===== src/rtl/row_readout_seq_if.sv =====
// Signal bundle between the sensor row-readout sequencer and its surroundings:
// frame control in, sensor strobes and datapath valid flags out.
interface row_readout_seq_if;
  logic       en;
  logic       fstart;
  logic [9:0] rowlast;
  logic [9:0] arow;
  logic       rstrt;
  logic       ldshft;
  logic       enrd;
  logic       lval;
  logic       fval;
  logic       busy;
  logic       ovr;

  modport master (
    output en, fstart, rowlast,
    input  arow, rstrt, ldshft, enrd, lval, fval, busy, ovr
  );

  modport slave (
    input  en, fstart, rowlast,
    output arow, rstrt, ldshft, enrd, lval, fval, busy, ovr
  );
endinterface


===== src/rtl/row_readout_seq.sv =====
// Row readout sequencer: on each accepted frame-start it walks rows 0..rlast,
// emitting ROW_STRT / settle / LD_SHIFT / DATA_READ / gap per row.
module row_readout_seq #(
  parameter int TSTRT = 4,
  parameter int TSET  = 8,
  parameter int TLD   = 2,
  parameter int RDLEN = 128
) (
  input  logic              clk,
  input  logic              init,
  row_readout_seq_if.slave  bus
);

  typedef enum logic [2:0] {IDLE, RSTRT, SETTLE, LDSH, READ, GAP} state_t;

  localparam logic [9:0] STRT_LAST = 10'(TSTRT - 1);
  localparam logic [9:0] SET_LAST  = 10'(TSET - 1);
  localparam logic [9:0] LD_LAST   = 10'(TLD - 1);
  localparam logic [9:0] RD_LAST   = 10'(RDLEN - 1);

  state_t     state, state_n;
  logic [9:0] phase, phase_n;
  logic [9:0] row, row_n;
  logic [9:0] rlast, rlast_n;
  logic       ovr_n;

  logic [9:0] arow_q;
  logic       rstrt_q, ldshft_q, enrd_q, active_q, ovr_q;

  // Outputs are registered from the next state so they line up with the state they describe.
  always_ff @(posedge clk or posedge init) begin
    if (init) begin
      state    <= IDLE;
      phase    <= '0;
      row      <= '0;
      rlast    <= '0;
      arow_q   <= '0;
      rstrt_q  <= 1'b0;
      ldshft_q <= 1'b0;
      enrd_q   <= 1'b0;
      active_q <= 1'b0;
      ovr_q    <= 1'b0;
    end else begin
      state    <= state_n;
      phase    <= phase_n;
      row      <= row_n;
      rlast    <= rlast_n;
      rstrt_q  <= (state_n == RSTRT);
      ldshft_q <= (state_n == LDSH);
      enrd_q   <= (state_n == READ);
      active_q <= (state_n != IDLE);
      ovr_q    <= ovr_n;
      if (state_n == RSTRT && state != RSTRT) begin
        arow_q <= row_n;
      end
    end
  end

  always_comb begin
    state_n = state;
    phase_n = phase + 10'd1;
    row_n   = row;
    rlast_n = rlast;
    ovr_n   = 1'b0;

    case (state)
      IDLE: begin
        phase_n = '0;
        if (bus.en && bus.fstart) begin
          state_n = RSTRT;
          rlast_n = bus.rowlast;
          row_n   = '0;
        end
      end
      RSTRT: begin
        if (phase == STRT_LAST) begin
          state_n = SETTLE;
          phase_n = '0;
        end
      end
      SETTLE: begin
        if (phase == SET_LAST) begin
          state_n = LDSH;
          phase_n = '0;
        end
      end
      LDSH: begin
        if (phase == LD_LAST) begin
          state_n = READ;
          phase_n = '0;
        end
      end
      READ: begin
        if (phase == RD_LAST) begin
          state_n = GAP;
          phase_n = '0;
        end
      end
      GAP: begin
        phase_n = '0;
        if (row == rlast) begin
          state_n = IDLE;
        end else begin
          row_n   = row + 10'd1;
          state_n = RSTRT;
        end
      end
      default: begin
        state_n = IDLE;
        phase_n = '0;
      end
    endcase

    // A frame in flight rejects new starts and is aborted when the detector is disabled.
    if (state != IDLE) begin
      ovr_n = bus.fstart;
      if (!bus.en) begin
        state_n = IDLE;
        phase_n = '0;
      end
    end
  end

  assign bus.arow   = arow_q;
  assign bus.rstrt  = rstrt_q;
  assign bus.ldshft = ldshft_q;
  assign bus.enrd   = enrd_q;
  assign bus.lval   = enrd_q;
  assign bus.fval   = active_q;
  assign bus.busy   = active_q;
  assign bus.ovr    = ovr_q;

endmodule

===== src/flat_wrapper.sv =====
// flat-port wrapper written by rule: the top's interface ports become plain ports
module row_readout_seq_flat 
#(
  parameter int TSTRT = 4,
  parameter int TSET  = 8,
  parameter int TLD   = 2,
  parameter int RDLEN = 128
)
  (clk, init, bus_en, bus_fstart, bus_rowlast, bus_arow, bus_rstrt, bus_ldshft, bus_enrd, bus_lval, bus_fval, bus_busy, bus_ovr);
  row_readout_seq_if bus_i ();
  input  logic clk;
  input  logic init;
  input wire logic [$bits(bus_i.en)-1:0] bus_en;
  input wire logic [$bits(bus_i.fstart)-1:0] bus_fstart;
  input wire logic [$bits(bus_i.rowlast)-1:0] bus_rowlast;
  output wire logic [$bits(bus_i.arow)-1:0] bus_arow;
  output wire logic [$bits(bus_i.rstrt)-1:0] bus_rstrt;
  output wire logic [$bits(bus_i.ldshft)-1:0] bus_ldshft;
  output wire logic [$bits(bus_i.enrd)-1:0] bus_enrd;
  output wire logic [$bits(bus_i.lval)-1:0] bus_lval;
  output wire logic [$bits(bus_i.fval)-1:0] bus_fval;
  output wire logic [$bits(bus_i.busy)-1:0] bus_busy;
  output wire logic [$bits(bus_i.ovr)-1:0] bus_ovr;
  assign bus_i.en = bus_en;
  assign bus_i.fstart = bus_fstart;
  assign bus_i.rowlast = bus_rowlast;
  assign bus_arow = bus_i.arow;
  assign bus_rstrt = bus_i.rstrt;
  assign bus_ldshft = bus_i.ldshft;
  assign bus_enrd = bus_i.enrd;
  assign bus_lval = bus_i.lval;
  assign bus_fval = bus_i.fval;
  assign bus_busy = bus_i.busy;
  assign bus_ovr = bus_i.ovr;
  row_readout_seq #(.TSTRT(TSTRT), .TSET(TSET), .TLD(TLD), .RDLEN(RDLEN)) u_core (.clk(clk), .init(init), .bus(bus_i));
endmodule

===== config.mk =====
export PLATFORM = sky130hd
export DESIGN_NAME = row_readout_seq_flat
export DESIGN_NICKNAME = d
export VERILOG_FILES = /design/src/rtl/row_readout_seq_if.sv /design/src/rtl/row_readout_seq.sv /design/src/flat_wrapper.sv
export SDC_FILE = /design/constraint.sdc
export NUM_CORES = 1
export LEC_CHECK = 0
export ABC_AREA = 1
export CORE_UTILIZATION = 38
export CTS_CLUSTER_DIAMETER = 50
export DETAILED_ROUTE_END_ITERATION = 12
export GPL_ROUTABILITY_DRIVEN = 0
export SYNTH_ARGS = -nofsm -noshare
export SYNTH_HDL_FRONTEND = slang
export SYNTH_SLANG_ARGS = --single-unit

===== constraint.sdc =====
create_clock -name clk -period 5.1 [get_ports clk]
set_clock_uncertainty 0.05 [all_clocks]
set_input_delay 1.02 -clock clk [delete_from_list [all_inputs] [get_ports clk]]
set_output_delay 1.02 -clock clk [all_outputs]
set_load 0.05 [all_outputs]

==> results.toml <==
[run_status]
outcome = "finished, violations left"
failed_checks = "design-rule violations"

[drt]
routed_wirelength_mm = 5.98
vias = 2401
drt_iter0_drc = 97
wl_met3_microns = 185
drt-vias-per-instance = 4.78
wl_met1_mm = 2.72
top_layer = "met4"
post_drt_wl_per_cell_microns = 11.9
post-route-drc-count = 2
drt_pass1_iterations = 10
wl_met2_mm = 2.97
ant_nets = 0

[min_path]
hp-start = "u_core.bus.arow[0]"
hold_class = "reg -> reg"

[cells_and_area]
final_common_cell = "nand2_1"
fillers = 761
fin_util_pct = 45.9
n_antenna_cell = 0
area.growth.synth_to_final_pct = 16.9
multi_input_comb_area_sq_mm = 0.00137
final_cell_mix = "111 x nand2_1, 48 x dfrtp_1, 38 x inv_1"
drive_gt1_share_pct = 15.9
final-seq-area_sq_mm = 0.00120
fin_nets = 419
design_area_sq_mm = 0.00333

[critical_path]
setup.worst_path.class = "in -> reg"
crit_chain = "clkdlybuf4s50_1, inv_4, nor3_4, nor2_1, nand2_2, nor2_4, nor2_4, nand4_1, nand2_1"
crit_path_end_kind = "flip-flop"
worstPathMaxFanout = 22
cp.required_ns = 5.29
timing.rr.start = "u_core.state[1]"
worstSetupEndpoint = "u_core.bus.arow[0]"
reg2reg_depth = 9
start_kind = "input pin"
rrSetupSlack_ns = 2.83
worstReg2RegEnd = "u_core.bus.arow[0]"
path_common_cell = "nor2_4"
crit_arrival_ns = 3.18
slowest_stage = "clkdlybuf4s50_1"
max_stage_delay_ns = 0.62
cp-startpoint = "bus_en"

[clock_network]
cts_made_buffers = 5
cts_root_buf = "clkbuf_8"
cts_setup_buffers = 0
clkLatencyLatePin_ns = 0.31
cts_resized = 0
postCtsHoldBufs = 0
cts.sinks = 48
tritoncts = "yes"
clockBufferDepth = 2
clk_pin_slew_worst_paths_ns = 0.09
cts_max_level = 2

[floorplan]
core-area_sq_mm = 0.00725
row_count = 31
ios = 31
dieArea_sq_mm = 0.00784
floorplan.initialDensity_pct = 39.2
die_h_microns = 88.5
die_width_microns = 88.5

[sta]
layout_min_cycle_time_ns = 2.99
tns_ns = 0
max_freq_ghz = 0.335
slew_headroom_pct = 32.7
timing.hold.ws_ns = 0.436
setup_violations = 0
tightest_slew_ns = 1.01
setup_ws_ns = 2.11
finalCritPeriodShare_pct = 58.5
rsz0062_at_grt = "no"
final_hold_viol_count = 0
slew_viol_final = 0

[synth]
synthCells = 374
synth_fa_ha_area_share_pct = 1.32
avgSynthCellArea_sq_um = 7.61
yosysSeqAreaShare_pct = 42.2
synth_top_family_by_area = "simple AND/OR/NAND/NOR gates"
yosys_warnings = 0
synth_fp_nets = 391
synth.distinct_cells = 35
synthSimpleGateAreaFrac_pct = 40.1
synth_seq_cells = 48
synth_area_sq_mm = 0.00285
synth-compound-area-share_pct = 4.93
synthXorXnorAreaFrac_pct = 1.85
synthMuxAreaShare_pct = 0

[place]
io_buffers = 30
dp_hpwl_mm = 4.37
placed_cell_area_sq_mm = 0.00321
dp_worst_setup_slack_ns = 1.75

[global_route]
grt_start_max_net_pins = 49
grt_usage_pct = 16.9
grt_antenna_before_repair = 0
grt_pass1_vias = 2327
globalRouteOverflowTotal = 0
grt_first_pass_wirelength_mm = 10.3

[power_and_ir_drop]
pwr-share-clk_pct = 33.4
swShare_pct = 29.2
p_int_mw = 0.590
power_density_mw_per_mm2 = 251
p_seq_share_pct = 48.7
switching_power_mw = 0.243
p_comb_share_pct = 17.8
peakVddDrop_uv = 118
power_leakage_nw = 1.60

[flow_run]
maxCapViolCount = 0
-- worst max-delay path, delay by kind of cell --
family / cells / cell delay (ns)
AND/OR/NAND/NOR: 7 / 1.44
buffers and inverters: 2 / 0.72
-- stage by stage --
step | power [mW] | cells
3_3_place_gp | 0.562 | 494
6_report | 0.834 | 502
5_1_grt | 0.875 | 502
4_1_cts | 0.846 | 502
3_5_place_dp | 0.564 | 494
2_1_floorplan | 0.528 | 374
-- sequential cells by signal, indices dropped and copies added, names as in the netlist --
register and count:
u_core.bus.enrd 1, u_core.bus.busy 1, u_core.row 10, u_core.bus.arow 10, u_core.state 3, u_core.rlast 10, u_core.bus.rstrt 1, u_core.bus.ovr 1
u_core.phase 10, u_core.bus.ldshft 1
-- power by group through the flow --
stage | registers, mW | clock network [mW] | logic [mW]
after floorplan | 0.418 | 0 | 0.110
after global placement | 0.413 | 0 | 0.149
after detailed placement | 0.414 | 0 | 0.150
after CTS | 0.406 | 0.289 | 0.151
after global routing | 0.408 | 0.302 | 0.166
final | 0.406 | 0.279 | 0.149
-- synth_stat cells, drive strengths merged --
| cell | number | area share [%] |
|---|---|---|
| a21oi | 3 | 0.66 |
| buf | 7 | 1.7 |
| clkbuf | 2 | 0.26 |
| clkinv | 1 | 0.13 |
| dfrtp | 48 | 42 |
| ha | 3 | 1.3 |
| inv | 56 | 7.5 |
| nand2 | 123 | 18 |
| nand3 | 33 | 6.8 |
| nand4 | 16 | 4.0 |
| nor2 | 44 | 8.9 |
| nor3 | 5 | 1.6 |
| nor3b | 2 | 0.53 |
| nor4 | 2 | 0.44 |
| o21ai | 22 | 4.0 |
| o21bai | 1 | 0.26 |
| xnor2 | 2 | 0.62 |
| xor2 | 4 | 1.2 |
-- layer usage --
| metal | global-route usage (%) | vias up |
|---|---|---|
| li1 | - | 1235 |
| met1 | 20.1 | 1108 |
| met2 | 31.0 | 45 |
| met3 | 2.89 | 13 |
| met4 | 5.43 | 0 |
| met5 | 0 | - |
-- logic make-up (layout without fill, tap and decap cells) --
| group | after synthesis | count (layout) |
|---|---|---|
| and+or+nand+nor | 225 | 225 |
| DFF | 48 | 48 |
| adders and majority gates | 3 | 3 |
| AOI/OAI and AO/OA | 26 | 26 |
| buffers and inverters | 66 | 95 |
| xor gates and xnor gates | 6 | 6 |
-- how the worst min path moves through the flow --
stage	end	depth (start not counted)	slack (ns)
6_report	u_core.bus.arow[0]	2	0.44
5_1_grt	u_core.bus.arow[8]	2	0.46
4_1_cts	u_core.bus.arow[4]	2	0.44
3_5_place_dp	u_core.bus.arow[4]	2	0.42
3_3_place_gp	u_core.bus.arow[8]	2	0.42
2_1_floorplan	u_core.phase[0]	1	0.41
-- layout make-up --
cell class | instances | area share, %
clock inverter | 3 | 1.28
multi-input combinational | 260 | 41.3
inverter | 57 | 6.51
timing repair buffer | 30 | 9.03
clock buffer | 5 | 2.07
sequential | 48 | 36.1
tap | 99 | 3.72
No activity file was read; power rests on OpenSTA's default activity.
